--- src/rtl/elevator_call_scheduler.sv ---
// rtl/elevator_call_scheduler.sv - four-floor elevator call memory and travel/door sequencer
// Entry 0 of the call memory is always the current target floor.
module elevator_call_scheduler #(
  parameter int TRAVEL_CYCLES = 8,
  parameter int DOOR_CYCLES   = 6
) (
  input  logic       clk,
  input  logic       reset,
  input  logic       call_valid,
  input  logic [1:0] call_floor,
  input  logic       call_dir,
  output logic       call_ack,
  output logic [1:0] actual_floor,
  output logic       dir_up,
  output logic       motor_up,
  output logic       motor_down,
  output logic       door_open,
  output logic [2:0] pending_count,
  output logic       busy
);

  localparam int TW = $clog2(TRAVEL_CYCLES > DOOR_CYCLES ? TRAVEL_CYCLES : DOOR_CYCLES);
  localparam logic [TW-1:0] TRAVEL_LOAD = TW'(TRAVEL_CYCLES - 1);
  localparam logic [TW-1:0] DOOR_LOAD   = TW'(DOOR_CYCLES - 1);

  localparam logic [1:0] S_IDLE   = 2'd0;
  localparam logic [1:0] S_MOVING = 2'd1;
  localparam logic [1:0] S_DOOR   = 2'd2;

  logic [1:0]      state;
  logic [TW-1:0]   timer;
  logic [3:0][1:0] q;
  logic [2:0]      count;

  logic [3:0][1:0] sq, nq;
  logic [2:0]      scount, ncount;
  logic [1:0]      next_floor;
  logic            step, pop, dup, idle_here, between, head;

  always_comb begin
    next_floor = dir_up ? actual_floor + 2'd1 : actual_floor - 2'd1;
    step       = (state == S_MOVING) && (timer == '0);
    pop        = (count != 3'd0) &&
                 (((state == S_IDLE) && (q[0] == actual_floor)) ||
                  (step && (next_floor == q[0])));
    // Duplicates are judged against the memory before any pop, so a call
    // for the floor being serviced this cycle is not re-queued.
    dup = 1'b0;
    for (int i = 0; i < 4; i++) begin
      if ((3'(i) < count) && (q[i] == call_floor)) dup = 1'b1;
    end
    idle_here = (state == S_IDLE) && (count == 3'd0) && (call_floor == actual_floor);
    call_ack  = call_valid && !dup && !((state == S_DOOR) && (call_floor == actual_floor));
    between   = ((call_floor > actual_floor) && (call_floor < q[0])) ||
                ((call_floor < actual_floor) && (call_floor > q[0]));
    head      = (state == S_MOVING) && !pop && (call_dir == dir_up) && between;

    sq     = pop ? {2'd0, q[3:1]} : q;
    scount = pop ? count - 3'd1 : count;
    nq     = sq;
    ncount = scount;
    if (call_ack && !idle_here) begin
      if (head) nq = {sq[2:0], call_floor};
      else      nq[scount[1:0]] = call_floor;
      ncount = scount + 3'd1;
    end
  end

  always_ff @(posedge clk or posedge reset) begin
    if (reset) begin
      state        <= S_IDLE;
      timer        <= '0;
      q            <= '0;
      count        <= 3'd0;
      actual_floor <= 2'd0;
      dir_up       <= 1'b1;
    end else begin
      q     <= nq;
      count <= ncount;
      case (state)
        S_IDLE: begin
          if (pop) begin
            state <= S_DOOR;
            timer <= DOOR_LOAD;
          end else if (count != 3'd0) begin
            dir_up <= (q[0] > actual_floor);
            timer  <= TRAVEL_LOAD;
            state  <= S_MOVING;
          end else if (call_ack && idle_here) begin
            state <= S_DOOR;
            timer <= DOOR_LOAD;
          end
        end
        S_MOVING: begin
          if (step) begin
            actual_floor <= next_floor;
            if (pop) begin
              state <= S_DOOR;
              timer <= DOOR_LOAD;
            end else begin
              timer <= TRAVEL_LOAD;
            end
          end else begin
            timer <= timer - 1'b1;
          end
        end
        S_DOOR: begin
          if (timer == '0) state <= S_IDLE;
          else             timer <= timer - 1'b1;
        end
        default: state <= S_IDLE;
      endcase
    end
  end

  assign motor_up      = (state == S_MOVING) && dir_up;
  assign motor_down    = (state == S_MOVING) && !dir_up;
  assign door_open     = (state == S_DOOR);
  assign pending_count = count;
  assign busy          = (state != S_IDLE) || (count != 3'd0);

endmodule

--- config.mk ---
export PLATFORM = sky130hd
export DESIGN_NAME = elevator_call_scheduler
export DESIGN_NICKNAME = d
export VERILOG_FILES = /design/src/rtl/elevator_call_scheduler.sv
export SDC_FILE = /design/constraint.sdc
export NUM_CORES = 1
export LEC_CHECK = 0
export ABC_CLOCK_PERIOD_IN_PS = 3400
export CAP_MARGIN = 10
export CORE_MARGIN = 10
export CORE_UTILIZATION = 45
export CTS_BUF_LIST = sky130_fd_sc_hd__clkbuf_2
export DETAILED_ROUTE_END_ITERATION = 6
export HOLD_SLACK_MARGIN = 0.02
export PLACE_DENSITY_LB_ADDON = 0.15
export SYNTH_ARGS = -nofsm -noshare
export SYNTH_HDL_FRONTEND = slang
export SYNTH_SLANG_ARGS = --single-unit
--- constraint.sdc ---
create_clock -name clk -period 3.4 [get_ports clk]
set_clock_uncertainty 0.05 [all_clocks]
set_input_delay 0.51 -clock clk [delete_from_list [all_inputs] [get_ports clk]]
set_output_delay 0.51 -clock clk [all_outputs]
set_load 0.05 [all_outputs]
==> results_dict.tcl, run 1 <==
set metrics [dict create \
    die_w_um 80.9 \
    cap_viol_max_count 0 \
    die-area_mm2 0.00654 \
    crit_fanout 14 \
    tightest_slew_ns 0.796 \
    worst_ep_arrival_time_ns 3.19 \
    cts.htree.levels 1 \
    clk_path_buf_depth 2 \
    synth_seq_area_share_pct 28.6 \
    synth_top_cell_by_area "dfrtp_1" \
    slew_violations 0 \
    reg2reg_from "state[1]" \
    start_util_pct 45.9 \
    hold_viol 0 \
    postCtsResizedCells 0 \
    hold_buffers 0 \
    fin_cells 250 \
    post_drt_wl_per_cell_um 15.3 \
    cp-start-kind "flip-flop" \
    fmax_mhz 333 \
    first_pass_iters 4 \
    synth_cells 183 \
    rsz0062_at_grt "false" \
    drtAntennaViolNets 0 \
    place.gp.congestion 0.819 \
    ys.flop_type "dfrtp_1" \
    grt_pass1_wl_um 6470 \
    min_path_type "reg -> reg" \
    r2r-end "q[7]" \
    yosysWarnings 0 \
    seqCellArea_um2 477 \
    numPortBuffers 16 \
    rows 22 \
    ys_types 43 \
    final_cell_mix "inv_1, ha_1, dfrtp_1" \
    r2r_slack_ns 0.40 \
    hold_path_depth 1 \
    cts.sinks 19 \
    synth_area_mm2 0.00167 \
    cp_slowest_cell "dfrtp_1" \
    final.fill_count 343 \
    core-area_mm2 0.00363 \
    overflow 0 \
    grt.total_usage_pct 12.2 \
    final_common_cell "inv_1" \
    antenna_found_initial 0 \
    cts-root-buf "clkbuf_2" \
    synthTopCellsByArea "dfrtp_1, ha_1, xnor2_1, mux2i_1, inv_1" \
    cts_tree "yes" \
    cts_setup_buffers 0 \
    synth_edf_count 0 \
    status "finished, final reports clean" \
    endpoint_kind "flip-flop" \
    syn_to_final_growth_pct 15.2 \
    clk_pin_slew_ns 0.21 \
    fin_crit_ns 3.00 \
    cpPeakStageDelay_ns 0.45 \
    crit_type "reg -> reg" \
    timing.critical_path.max_delay_family "compound AO/OA/AOI/OAI gates" \
    viasPerCell 5.50 \
    path_buf_inv 2 \
    wl_um 3820 \
    min_to "timer[1]" \
    ys_ff_latch 19 \
    io_pins 17 \
    synth_top_area_share_pct 27.0 \
    synthArstFlopShare_pct 100 \
    dp_hpwl_um 3050 \
    vias 1374 \
    diodes 0 \
    die_y_um 80.9 \
    setup_viol 0 \
    grt_start_max_net_pins 20 \
    clock_latency_ns 0.31 \
    worst_ep_required_time_ns 3.59 \
    fin_tns_setup_ns 0 \
    placed_cells 246 \
    syn_nets 208 \
    synth_area_per_cell_um2 9.11 \
    slew_headroom_pct 46.8 \
    drtIter0Drc 66 \
    min_from "timer[1]" \
    cts_buffers 3 \
    hold_ws_ns 0.489 \
    nets 228 \
    first_global_vias 1367 \
    drive_gt1_share_pct 10.4 \
    r2r_cells 11 \
    cp_cell_sequence "inv_1 -> ha_1 -> nand3b_1 -> nor3_2 -> a22oi_4 -> a21oi_1 -> inv_1 -> ha_1 -> nor3b_1 -> a211oi_1 -> o21ai_0" \
    finalCritPeriodShare_pct 88.2 \
    multi_input_area_mm2 0.00109 \
    drcViolationCount 0 \
]
worst reg2reg max path: stages, from the launching register on:
cell and delay, ns:
dfrtp_1 0.45, inv_1 0.11, ha_1 0.34, nand3b_1 0.30, nor3_2 0.27, a22oi_4 0.20, a21oi_1 0.35, inv_1 0.12
ha_1 0.26, nor3b_1 0.23, a211oi_1 0.06, o21ai_0 0.20
final cells by class:
class	count	area share [%]
inverters	20	3.91
clock buffers	4	1.04
well taps	48	3.13
flip-flops and latches	19	24.8
multi-input cells	139	56.7
repair buffers	20	10.4
cells in the mapped netlist (2+ instances only):
library cell	count
a211oi_1	2
o211ai_1	3
dfrtp_1	18
mux2_2	6
o22ai_1	4
a31oi_1	2
mux2i_1	8
and2_1	2
and3_1	2
a211o_1	2
xor2_1	4
nor3_1	5
nor2_1	13
nor3b_1	2
inv_1	20
o2111ai_1	2
o21ai_0	7
nand4_1	2
buf_2	4
or3_1	2
nand2_1	9
nor2b_1	4
nand2b_1	5
a21oi_1	9
xnor2_1	10
ha_1	19
flip-flops by register name, indices dropped and copies added (netlist names):
register	cells
q	8
timer	3
pending_count	3
actual_floor	2
state	2
dir_up	1
worst max path at each step:
stage,from,endpoint,slack (ns),cells after the start
after floorplan,pending_count[0],q[1],0.30,12
after detailed placement,call_floor[0],q[1],0.30,9
after global routing,pending_count[0],q[7],0.08,12
after CTS,state[1],q[7],0.41,12
after global placement,call_floor[0],q[1],0.36,9
final,state[1],q[7],0.40,11
stage by stage:
step	setup WS [ns]	utilization [%]	instance area [µm²]
6_report	0.401	52.9	1920
5_1_grt	0.0845	52.9	1920
4_1_cts	0.410	52.9	1920
3_5_place_dp	0.302	52.3	1900
3_3_place_gp	0.365	52.3	1900
2_1_floorplan	0.303	-	1670
cells by family (layout without fill, tap and decap cells):
family                     count (synthesis)  after routing  share of synthesized area [%]
and+or+nand+nor                           50             50                           15.5
AOI/OAI and AO/OA                         41             41                           18.4
buffers and inverters                     25             44                           6.15
adders and majority gates                 19             19                           14.3
DFF                                       19             19                           28.6
xor gates and xnor gates                  15             15                           8.33
muxes                                     14             14                           8.85
per-layer routing:
metal	GRT usage (%)	part of all wire (%)
met5	0	0
met3	1.88	3.6
met1	15.0	43
met2	21.2	52
met4	4.15	1.5
Power of run 1 is left out: the tool's default activity adds up to more than one toggle a clock period on the data nets, which glitch-free logic cannot reach.
==> run 2: changes to the inputs <==
--- a/config.mk
+++ b/config.mk
@@ -13,6 +13,7 @@
 export DETAILED_ROUTE_END_ITERATION = 6
 export HOLD_SLACK_MARGIN = 0.02
 export PLACE_DENSITY_LB_ADDON = 0.15
+export RECOVER_POWER = 100
 export SYNTH_ARGS = -nofsm -noshare
 export SYNTH_HDL_FRONTEND = slang
 export SYNTH_SLANG_ARGS = --single-unit
==> run 2 against run 1 <==
  * Register-to-register slack hardly changed
  * Largest cell class unchanged
  * First-iteration DRC count is 4.5% lower
  * Critical endpoint is now call_ack
  * Critical path type is now in -> out
  * Fmax is 2.1% lower
==> results_dict.tcl, run 2 (synthesis gave the netlist of run 1 again) <==
set metrics [dict create \
    antenna_found_initial 0 \
    grt_start_max_net_pins 20 \
    min_path_type "reg -> reg" \
    largest_reg_flops 8 \
    rows 22 \
    worst_ep_required_time_ns 2.84 \
    final_cell_mix "inv_1, ha_1, dfrtp_1" \
    cp_slowest_cell "dlygate4sd3_1" \
    r2r_slack_ns 0.40 \
    slew_violations 0 \
    drtIter0Drc 63 \
    cp_common_cell "nor2_1" \
    finalCritPeriodShare_pct 90.1 \
    wl_met3_um 120 \
    dp_hpwl_um 3050 \
    cts.sinks 19 \
    final_common_cell "inv_1" \
    drive_gt1_share_pct 9.41 \
    first_pass_iters 4 \
    grt_pass1_wl_um 6470 \
    diodes 0 \
    wl_um 3790 \
    r2r_cells 11 \
    crit_fanout 4 \
    hold_viol 0 \
    hold_path_depth 1 \
    setup_viol 0 \
    path_buf_inv 3 \
    rsz0062_at_grt "false" \
    cpPeakStageDelay_ns 0.54 \
    drcViolationCount 0 \
    die_y_um 80.9 \
    final.fill_count 346 \
    crit_type "in -> out" \
    fin_tns_setup_ns 0 \
    drtAntennaViolNets 0 \
    cts_setup_buffers 0 \
    clk_pin_slew_ns 0.20 \
    syn_to_final_growth_pct 14.0 \
    cp-start-kind "primary input" \
    vias 1368 \
    slew_headroom_pct 47.0 \
    tightest_slew_ns 0.794 \
    place.gp.congestion 0.819 \
    fin_crit_ns 3.06 \
    topRoutingLayerUsed "met4" \
    first_global_vias 1367 \
    grt.total_usage_pct 12.2 \
    core-area_mm2 0.00363 \
    wl_met2_um 1960 \
    cts.htree.levels 1 \
    die-area_mm2 0.00654 \
    cts_tree "yes" \
    timing.critical_path.max_delay_family "buffers and inverters" \
    min_to "timer[1]" \
    cts-root-buf "clkbuf_2" \
    r2r-end "q[7]" \
    post_drt_wl_per_cell_um 15.2 \
    regMostFlops "q" \
    min_from "timer[1]" \
    clk_path_buf_depth 2 \
    fmax_mhz 326 \
    postCtsResizedCells 0 \
    worst_ep_arrival_time_ns 2.50 \
    overflow 0 \
    start_util_pct 45.9 \
    status "finished, final reports clean" \
    routedLengthMet1_um 1650 \
    reg2reg_from "state[1]" \
    die_w_um 80.9 \
    viasPerCell 5.47 \
    cap_viol_max_count 0 \
    hold_buffers 0 \
    io_pins 17 \
    cts_buffers 3 \
    cp_cell_sequence "dlygate4sd3_1 -> inv_1 -> ha_1 -> and2_0 -> a31oi_1 -> nor2_1 -> nor2_1 -> clkbuf_1" \
    nets 228 \
    numPortBuffers 16 \
    endpoint_kind "primary output" \
    clock_latency_ns 0.31 \
]
run 2: cell type report:
class / instances / area [µm²] / share of cell area, %
inverters: 20 / 75.1 / 3.95
flip-flops and latches: 19 / 477 / 25.1
multi-input cells: 139 / 1090 / 57.3
well taps: 48 / 60.1 / 3.16
repair buffers: 20 / 180 / 9.48
clock buffers: 4 / 20.0 / 1.05
run 2: stage by stage:
stage	utilization [%]	setup slack [ns]	area [µm²]	cells	hold slack (ns)
floorplan	-	0.303	1670	183	0.410
global placement	52.3	0.365	1900	246	0.441
detailed placement	52.3	0.302	1900	246	0.449
CTS	52.9	0.410	1920	250	0.493
global route	52.3	0.0866	1900	250	0.515
finish	52.3	0.336	1900	250	0.488
run 2: how the worst max path moves through the flow:
stage / startpoint / to / slack, ns / cells after the start
detailed placement: call_floor[0] / q[1] / 0.30 / 9
CTS: state[1] / q[7] / 0.41 / 12
floorplan: pending_count[0] / q[1] / 0.30 / 12
finish: call_floor[0] / call_ack / 0.34 / 8
global placement: call_floor[0] / q[1] / 0.36 / 9
global route: state[1] / q[7] / 0.09 / 12
run 2: per-layer routing:
metal | global-route usage (%) | up-vias
met3 | 1.88 | 6
met2 | 21.2 | 21
met5 | 0 | -
met1 | 15.0 | 655
li1 | - | 686
met4 | 4.15 | 0
Power of run 2 is left out for the same reason.
==> run 3: changes to the inputs <==
--- a/config.mk
+++ b/config.mk
@@ -12,7 +12,7 @@
 export CTS_BUF_LIST = sky130_fd_sc_hd__clkbuf_2
 export DETAILED_ROUTE_END_ITERATION = 6
 export HOLD_SLACK_MARGIN = 0.02
-export PLACE_DENSITY_LB_ADDON = 0.15
+export PLACE_DENSITY = 0.66
 export RECOVER_POWER = 100
 export SYNTH_ARGS = -nofsm -noshare
 export SYNTH_HDL_FRONTEND = slang
==> run 3 against run 2 <==
  * Design area increased by 0.99%
  * Worst setup slack got worse by 0.024 ns
  * Register-to-register slack about the same
  * Sequential share of layout area decreased by 0.25 points
  * Core utilization increased by 0.52 points
  * Largest cell class unchanged
==> results_dict.tcl, run 3 (synthesis gave the netlist of run 1 again) <==
set metrics [dict create \
    cp_common_cell "nor2_1" \
    cts.htree.levels 1 \
    io_pins 17 \
    diodes 0 \
    dp_hpwl_um 3080 \
    setup_viol 0 \
    cap_viol_max_count 0 \
    die-area_mm2 0.00654 \
    place.gp.congestion 0.964 \
    first_global_vias 1483 \
    regMostFlops "q" \
    hold_viol 0 \
    fin_crit_ns 3.09 \
    largest_reg_flops 8 \
    vias 1425 \
    min_path_type "reg -> reg" \
    die_w_um 80.9 \
    clock_latency_ns 0.33 \
    die_y_um 80.9 \
    endpoint_kind "primary output" \
    cp_slowest_cell "dlygate4sd3_1" \
    cts-root-buf "clkbuf_2" \
    cpPeakStageDelay_ns 0.56 \
    overflow 0 \
    viasPerCell 5.65 \
    cts_tree "yes" \
    final_common_cell "inv_1" \
    worst_ep_arrival_time_ns 2.53 \
    grt.total_usage_pct 13.3 \
    finalCritPeriodShare_pct 90.8 \
    final_cell_mix "inv_1, ha_1, dfrtp_1" \
    first_pass_iters 4 \
    fin_tns_setup_ns 0 \
    drcViolationCount 0 \
    status "finished, final reports clean" \
    drive_gt1_share_pct 10.3 \
    busiest_layer "met2" \
    numPortBuffers 16 \
    tightest_slew_ns 0.754 \
    crit_type "in -> out" \
    antenna_found_initial 0 \
    post_drt_wl_per_cell_um 15.8 \
    grt_use_met2_pct 24.1 \
    cts_buffers 3 \
    core-area_mm2 0.00363 \
    grt_pass1_wl_um 6980 \
    wl_um 3970 \
    cts.sinks 19 \
    fin_cells 252 \
    rows 22 \
    cp-start-kind "primary input" \
    cp_cell_sequence "dlygate4sd3_1 -> inv_1 -> ha_1 -> and2_0 -> a31oi_1 -> nor2_1 -> nor2_1 -> clkbuf_1" \
    grt_start_max_net_pins 20 \
    start_util_pct 45.9 \
    syn_to_final_growth_pct 15.1 \
    crit_fanout 4 \
    final.fill_count 349 \
    drtIter0Drc 104 \
    slew_violations 0 \
    placed_cells 245 \
    clk_path_buf_depth 2 \
    rsz0062_at_grt "false" \
    met3_usage_pct 3.20 \
    use_met1_pct 14.9 \
    clk_pin_slew_ns 0.19 \
    drtAntennaViolNets 0 \
    nets 230 \
    slew_headroom_pct 49.7 \
    worst_ep_required_time_ns 2.84 \
    fmax_mhz 324 \
]
-- run 3: final cells by class --
cell class,instances,area [µm²],share of cell area (%)
well taps,48,60.1,3.13
inverters,20,75.1,3.91
clock inverters,1,5.00,0.261
clock buffers,3,15.0,0.782
repair buffers,22,199,10.4
multi-input cells,139,1090,56.7
flip-flops and latches,19,477,24.8
-- run 3: final timing paths --
kind	start	to	slack, ns	cells past startpoint
setup / recovery	call_floor[0]	call_ack	0.31	8
hold / removal	timer[1]	timer[1]	0.49	1
setup reg to reg	state[1]	q[1]	0.40	11
hold reg to reg	timer[1]	timer[1]	0.49	1
max in group asynchronous	reset	timer[1]	2.17	2
min in group asynchronous	reset	q[6]	0.66	2
-- run 3: routing by layer --
layer	up-vias	share of wire (%)
met5	-	0
met4	0	1.0
met3	5	4.8
met2	31	52
met1	698	42
li1	691	-
-- run 3: metrics by stage --
step,utilization [%],hold slack [ns],worst slack (ns),area (µm²)
after floorplan,-,0.410,0.303,1670
after global placement,52.1,0.447,0.361,1890
after detailed placement,52.1,0.449,0.288,1890
after CTS,52.7,0.493,0.312,1910
after global routing,52.8,0.516,0.155,1920
final,52.8,0.487,0.312,1920
-- run 3: worst max-delay path, delay by kind of cell --
| kind | cells | cell delay, ns |
|---|---|---|
| buffers and inverters | 3 | 1.14 |
| AND/OR/NAND/NOR | 3 | 0.42 |
| AO/OA/AOI/OAI | 1 | 0.18 |
| adder cells (fa/ha/maj) | 1 | 0.29 |
-- run 3: repair_timing --
item	in CTS	in global routing
resized for setup	0	0
buffers inserted	0	3
hold buffers	0	0
endpoints found under the setup margin	0	1
Power of run 3 is left out for the same reason.
==> edit 1: new RTL, config.mk and constraints of run 2 <==
The parameter `DOOR_CYCLES` goes from 6 to 7.
--- a/src/rtl/elevator_call_scheduler.sv
+++ b/src/rtl/elevator_call_scheduler.sv
@@ -2,7 +2,7 @@
 // Entry 0 of the call memory is always the current target floor.
 module elevator_call_scheduler #(
   parameter int TRAVEL_CYCLES = 8,
-  parameter int DOOR_CYCLES   = 6
+  parameter int DOOR_CYCLES   = 7
 ) (
   input  logic       clk,
   input  logic       reset,
Formal check against the unedited RTL: not equivalent (a bounded check fails within 10 cycles, from zero or initial values and one cycle with reset high).
==> edit 1 against run 2 <==
- cell count decreased by 0.40%
- wire length increased by 6.6%
- cell area decreased by 0.66%
- sequential cell count unchanged
- utilization decreased by 0.34 points
- worst setup slack improved by 0.0043 ns
- synthesized area increased by 0.75%
- largest cell class unchanged
Power is not shown: default switching activity piles up to over one toggle a cycle in this logic, so the estimate is an artifact.
==> edit 1: results (changes against run 2) <==
outcome complete, no violations; Hold WS 0.4886 ns (+0.0001300 ns); final cell count without fillers 249 (-0.40%); Distinct cells, synth 48 (+12%); worst hold stages 1 (unchanged); WHS Endpoint timer[1]; Worst Path Max Fanout 5 (+1); initial antenna violation count 0 (unchanged); gr usage total 0.1294 (+0.007267); CP endpoint q[1]; met3 Use GR 0.02759 (+0.008830); Metal-1 WL 1886 um (+14%); Routability Congestion 0.9272 (+13%); Filler cells 358 (+3.5%); met1 usage 0.1768 (+0.02655); sequential area share after synthesis 0.2837 (-0.002128); H-tree level count 1 (unchanged); Ant. Diodes 0 (unchanged); drt pass-1 iters 5 (+1); r2r setup slk 0.44 ns (+0.04 ns); post-place setup slack 0.1924 ns (-0.1099 ns); via count 1397 (+2.1%); crit share post-route 0.8999 (-0.001262); maximum root-to-sink buffer count 2 (unchanged); ranking of synthesized cells by area dfrtp_1 (27%), ha_1 (14%), inv_1 (4.9%); Detail Route met3 WL 290 um (+140%); Nets 227 (-0.44%); post-DP HPWL 3120 um (+2.2%); Worst EP arrival 3.26 ns (+0.76 ns); number of flip-flops in the largest register 8 (unchanged); first-pass GRT wire length 6755 um (+4.4%); GRT met2 Usage 0.1959 (-0.01592); placed cell areas 1908 sq um (+0.40%); syn_area_per_cell 9.233 sq um (+1.3%); R2R depth 11 (unchanged); Detailed Route Iter0 Violations 81 (+29%); share of cells above drive strength 1 0.08955 (-0.004507); clk slew on worst S/H paths 0.20 ns (about the same); largest net degree at the start of global routing 20 (unchanged); Post-synth top cells inv_1 (22), ha_1 (19), dfrtp_1 (18); Synth Net Count 207 (-0.48%); R2R Path Start state[1]; Post-Route WL 4039 um (+6.6%); origin of the worst setup path call_floor[0]; worst-margin pin slew 0.7772 ns (-0.01700 ns); worst skew pair latency 0.34 ns (+0.03 ns); met2 wire length 1819 um (-7.2%)
-- edit 1: critical path, delay by kind of cell --
kind | cells | cell delay [ns]
buffers and inverters | 2 | 0.68
adders and majority gates | 1 | 0.24
AOI/OAI and AO/OA | 3 | 1.09
muxes | 1 | 0.33
and+or+nand+nor | 2 | 0.40
-- edit 1: layout make-up --
class	count	area, sq um	share of cell area
sequential	19	476.7	0.2525
inverter	22	82.58	0.04374
tap	48	60.06	0.03181
timing repair buffer	21	188.9	0.1001
multi-input combinational	135	1060	0.5613
clock buffer	4	20.02	0.01060
-- edit 1: logic make-up after synthesis --
kind of cell / count (synthesis) / synth area share
AND/OR/NAND/NOR: 47 / 0.1512
flip-flops: 19 / 0.2837
XOR/XNOR: 15 / 0.07819
AO/OA/AOI/OAI: 42 / 0.1951
multiplexers: 12 / 0.07744
adder cells (fa/ha/maj): 19 / 0.1415
buffers and inverters: 28 / 0.07297
==> edit 2: new RTL, flow settings as in run 2 <==
Made on the original files. Put one more register stage on the output `pending_count`, with the module's reset. The value now appears one clock later. The other outputs are not delayed to match.
--- a/src/rtl/elevator_call_scheduler.sv
+++ b/src/rtl/elevator_call_scheduler.sv
@@ -116,7 +116,13 @@
   assign motor_up      = (state == S_MOVING) && dir_up;
   assign motor_down    = (state == S_MOVING) && !dir_up;
   assign door_open     = (state == S_DOOR);
-  assign pending_count = count;
+  always_ff @(posedge clk or posedge reset) begin
+    if (reset) begin
+      pending_count <= '0;
+    end else begin
+      pending_count <= count;
+    end
+  end
   assign busy          = (state != S_IDLE) || (count != 3'd0);
 
 endmodule
Behaviour: not the same (Yosys sat finds a counterexample within 4 cycles, from zero or initial values and one cycle with reset high).
==> edit 2 against run 2 <==
- via count increased by 0.44%
- sequential cell count is 3 higher
- worst setup slack got worse by 0.14 ns
- die area is 6.0% higher
- wire length increased by 0.16%
- register-to-register slack got worse by 0.05 ns
- synthesized area rose by 8.0%
- critical path type unchanged
- cell area up 6.8%
- critical endpoint unchanged
- first-iteration DRC count up 7.9%
- synthesized cell count did not move
Power is not shown: default switching activity piles up to over one toggle a cycle in this logic, so the estimate is an artifact.
==> edit 2: results (changes against run 2) <==
post-DP HPWL 3036 um (-0.53%); postcts setup bufs 0 (unchanged); R2R depth 12 (+1); worst hold stages 0 (-1); share of cells above drive strength 1 0.1232 (+0.02909); syn_area_per_cell 9.839 sq um (+8.0%); worst r2r dst q[1]; largest net degree at the start of global routing 23 (+15%); post-cts sizing count 0 (unchanged); worst skew pair latency 0.33 ns (+0.02 ns); Synth Net Count 208 (unchanged); WHS Endpoint pending_count[0]; ranking of synthesized cells by area dfrtp_1 (29%), ha_1 (13%), mux2i_1 (6.1%); drt via density 5.474 (about the same); Nets 229 (+0.44%); PortBufs 16 (unchanged); r2r setup slk 0.35 ns (-0.05 ns); hold_sp count[0]; Worst EP arrival 2.64 ns (+0.14 ns); Synth warnings 0 (unchanged); gr usage total 0.1135 (-0.008598); R2R Path Start count[0]; final cell count without fillers 251 (+0.40%); clk root buf clkbuf_2; post-place setup slack 0.2193 ns (-0.08300 ns); sequential area share after synthesis 0.3065 (+0.02064); Detailed Route Iter0 Violations 68 (+7.9%); number of global-route vias before repair 1520 (+11%); Reg with most FFs q; outcome complete, no violations; Async SR Flop Fraction 1.000 (unchanged); drt pass-1 iters 4 (unchanged); Routability Congestion 0.9582 (+17%); Filler cells 334 (-3.5%); clk slew on worst S/H paths 0.21 ns; DRC violations left 0 (unchanged); Ant. Diodes 0 (unchanged); H-tree level count 1 (unchanged); Post-synth top cells dfrtp_1 (21), ha_1 (19), inv_1 (19); Worst Path Max Fanout 5 (+1); Distinct cells, synth 52 (+21%); crit share post-route 0.9418 (+0.04057); first-pass GRT wire length 6837 um (+5.6%); Worst slew margin 0.4289 (-0.04105); Post-Route WL 3796 um (+0.16%); HP Class flop to flop
## edit 2: changes by cell type after synthesis, moves of 3 or more
cell	change
dfrtp_1	+3
mux2i_1	+3
nand2_1	+3
nor2_1	-5
nor3_1	-4
## edit 2: cell type report
class	instances	area share
clock buffer	4	0.009858
multi-input combinational	138	0.5551
tap	48	0.02957
timing repair buffer	20	0.09858
sequential	22	0.2717
inverter	19	0.03512
## edit 2: how the worst max path moves through the flow
stage          depth (start not counted)        to
5_1_grt                               12      q[1]
3_3_place_gp                           9      q[1]
6_report                               7  call_ack
4_1_cts                                5      busy
2_1_floorplan                          8      q[1]
3_5_place_dp                           8  timer[1]
## edit 2: layer usage
| metal | wire length [um] | global-route usage |
|---|---|---|
| met1 | 1679 | 0.1364 |
| met2 | 1878 | 0.1913 |
| met3 | 198 | 0.02637 |
| met4 | 39 | 0.04000 |
| met5 | 0 | 0 |
## edit 2: kinds of logic (layout without fill, tap and decap cells)
group	after synthesis	after routing	share of synthesized area
muxes	17	17	0.1008
buffers and inverters	23	43	0.05907
AOI/OAI and AO/OA	45	45	0.1967
DFF	22	22	0.3065
and+or+nand+nor	42	42	0.1216
xor gates and xnor gates	15	15	0.08339
adders and majority gates	19	19	0.1320
## edit 2: worst max-delay path, stage by stage
cell           delay [ns]
dlygate4sd3_1        0.66
inv_1                0.16
ha_1                 0.33
a32o_1               0.24
a211oi_1             0.41
buf_4                0.20
buf_12               0.13
## edit 2: metrics by stage
| stage | hold WS [ns] | util | instance area (sq um) |
|---|---|---|---|
| final | 0.4348 | 0.5385 | 2031 |
| after global routing | 0.4712 | 0.5385 | 2031 |
| after CTS | 0.4443 | 0.5425 | 2046 |
| after detailed placement | 0.3972 | 0.5372 | 2026 |
| after global placement | 0.3947 | 0.5372 | 2026 |
| after floorplan | 0.3558 | - | 1800 |
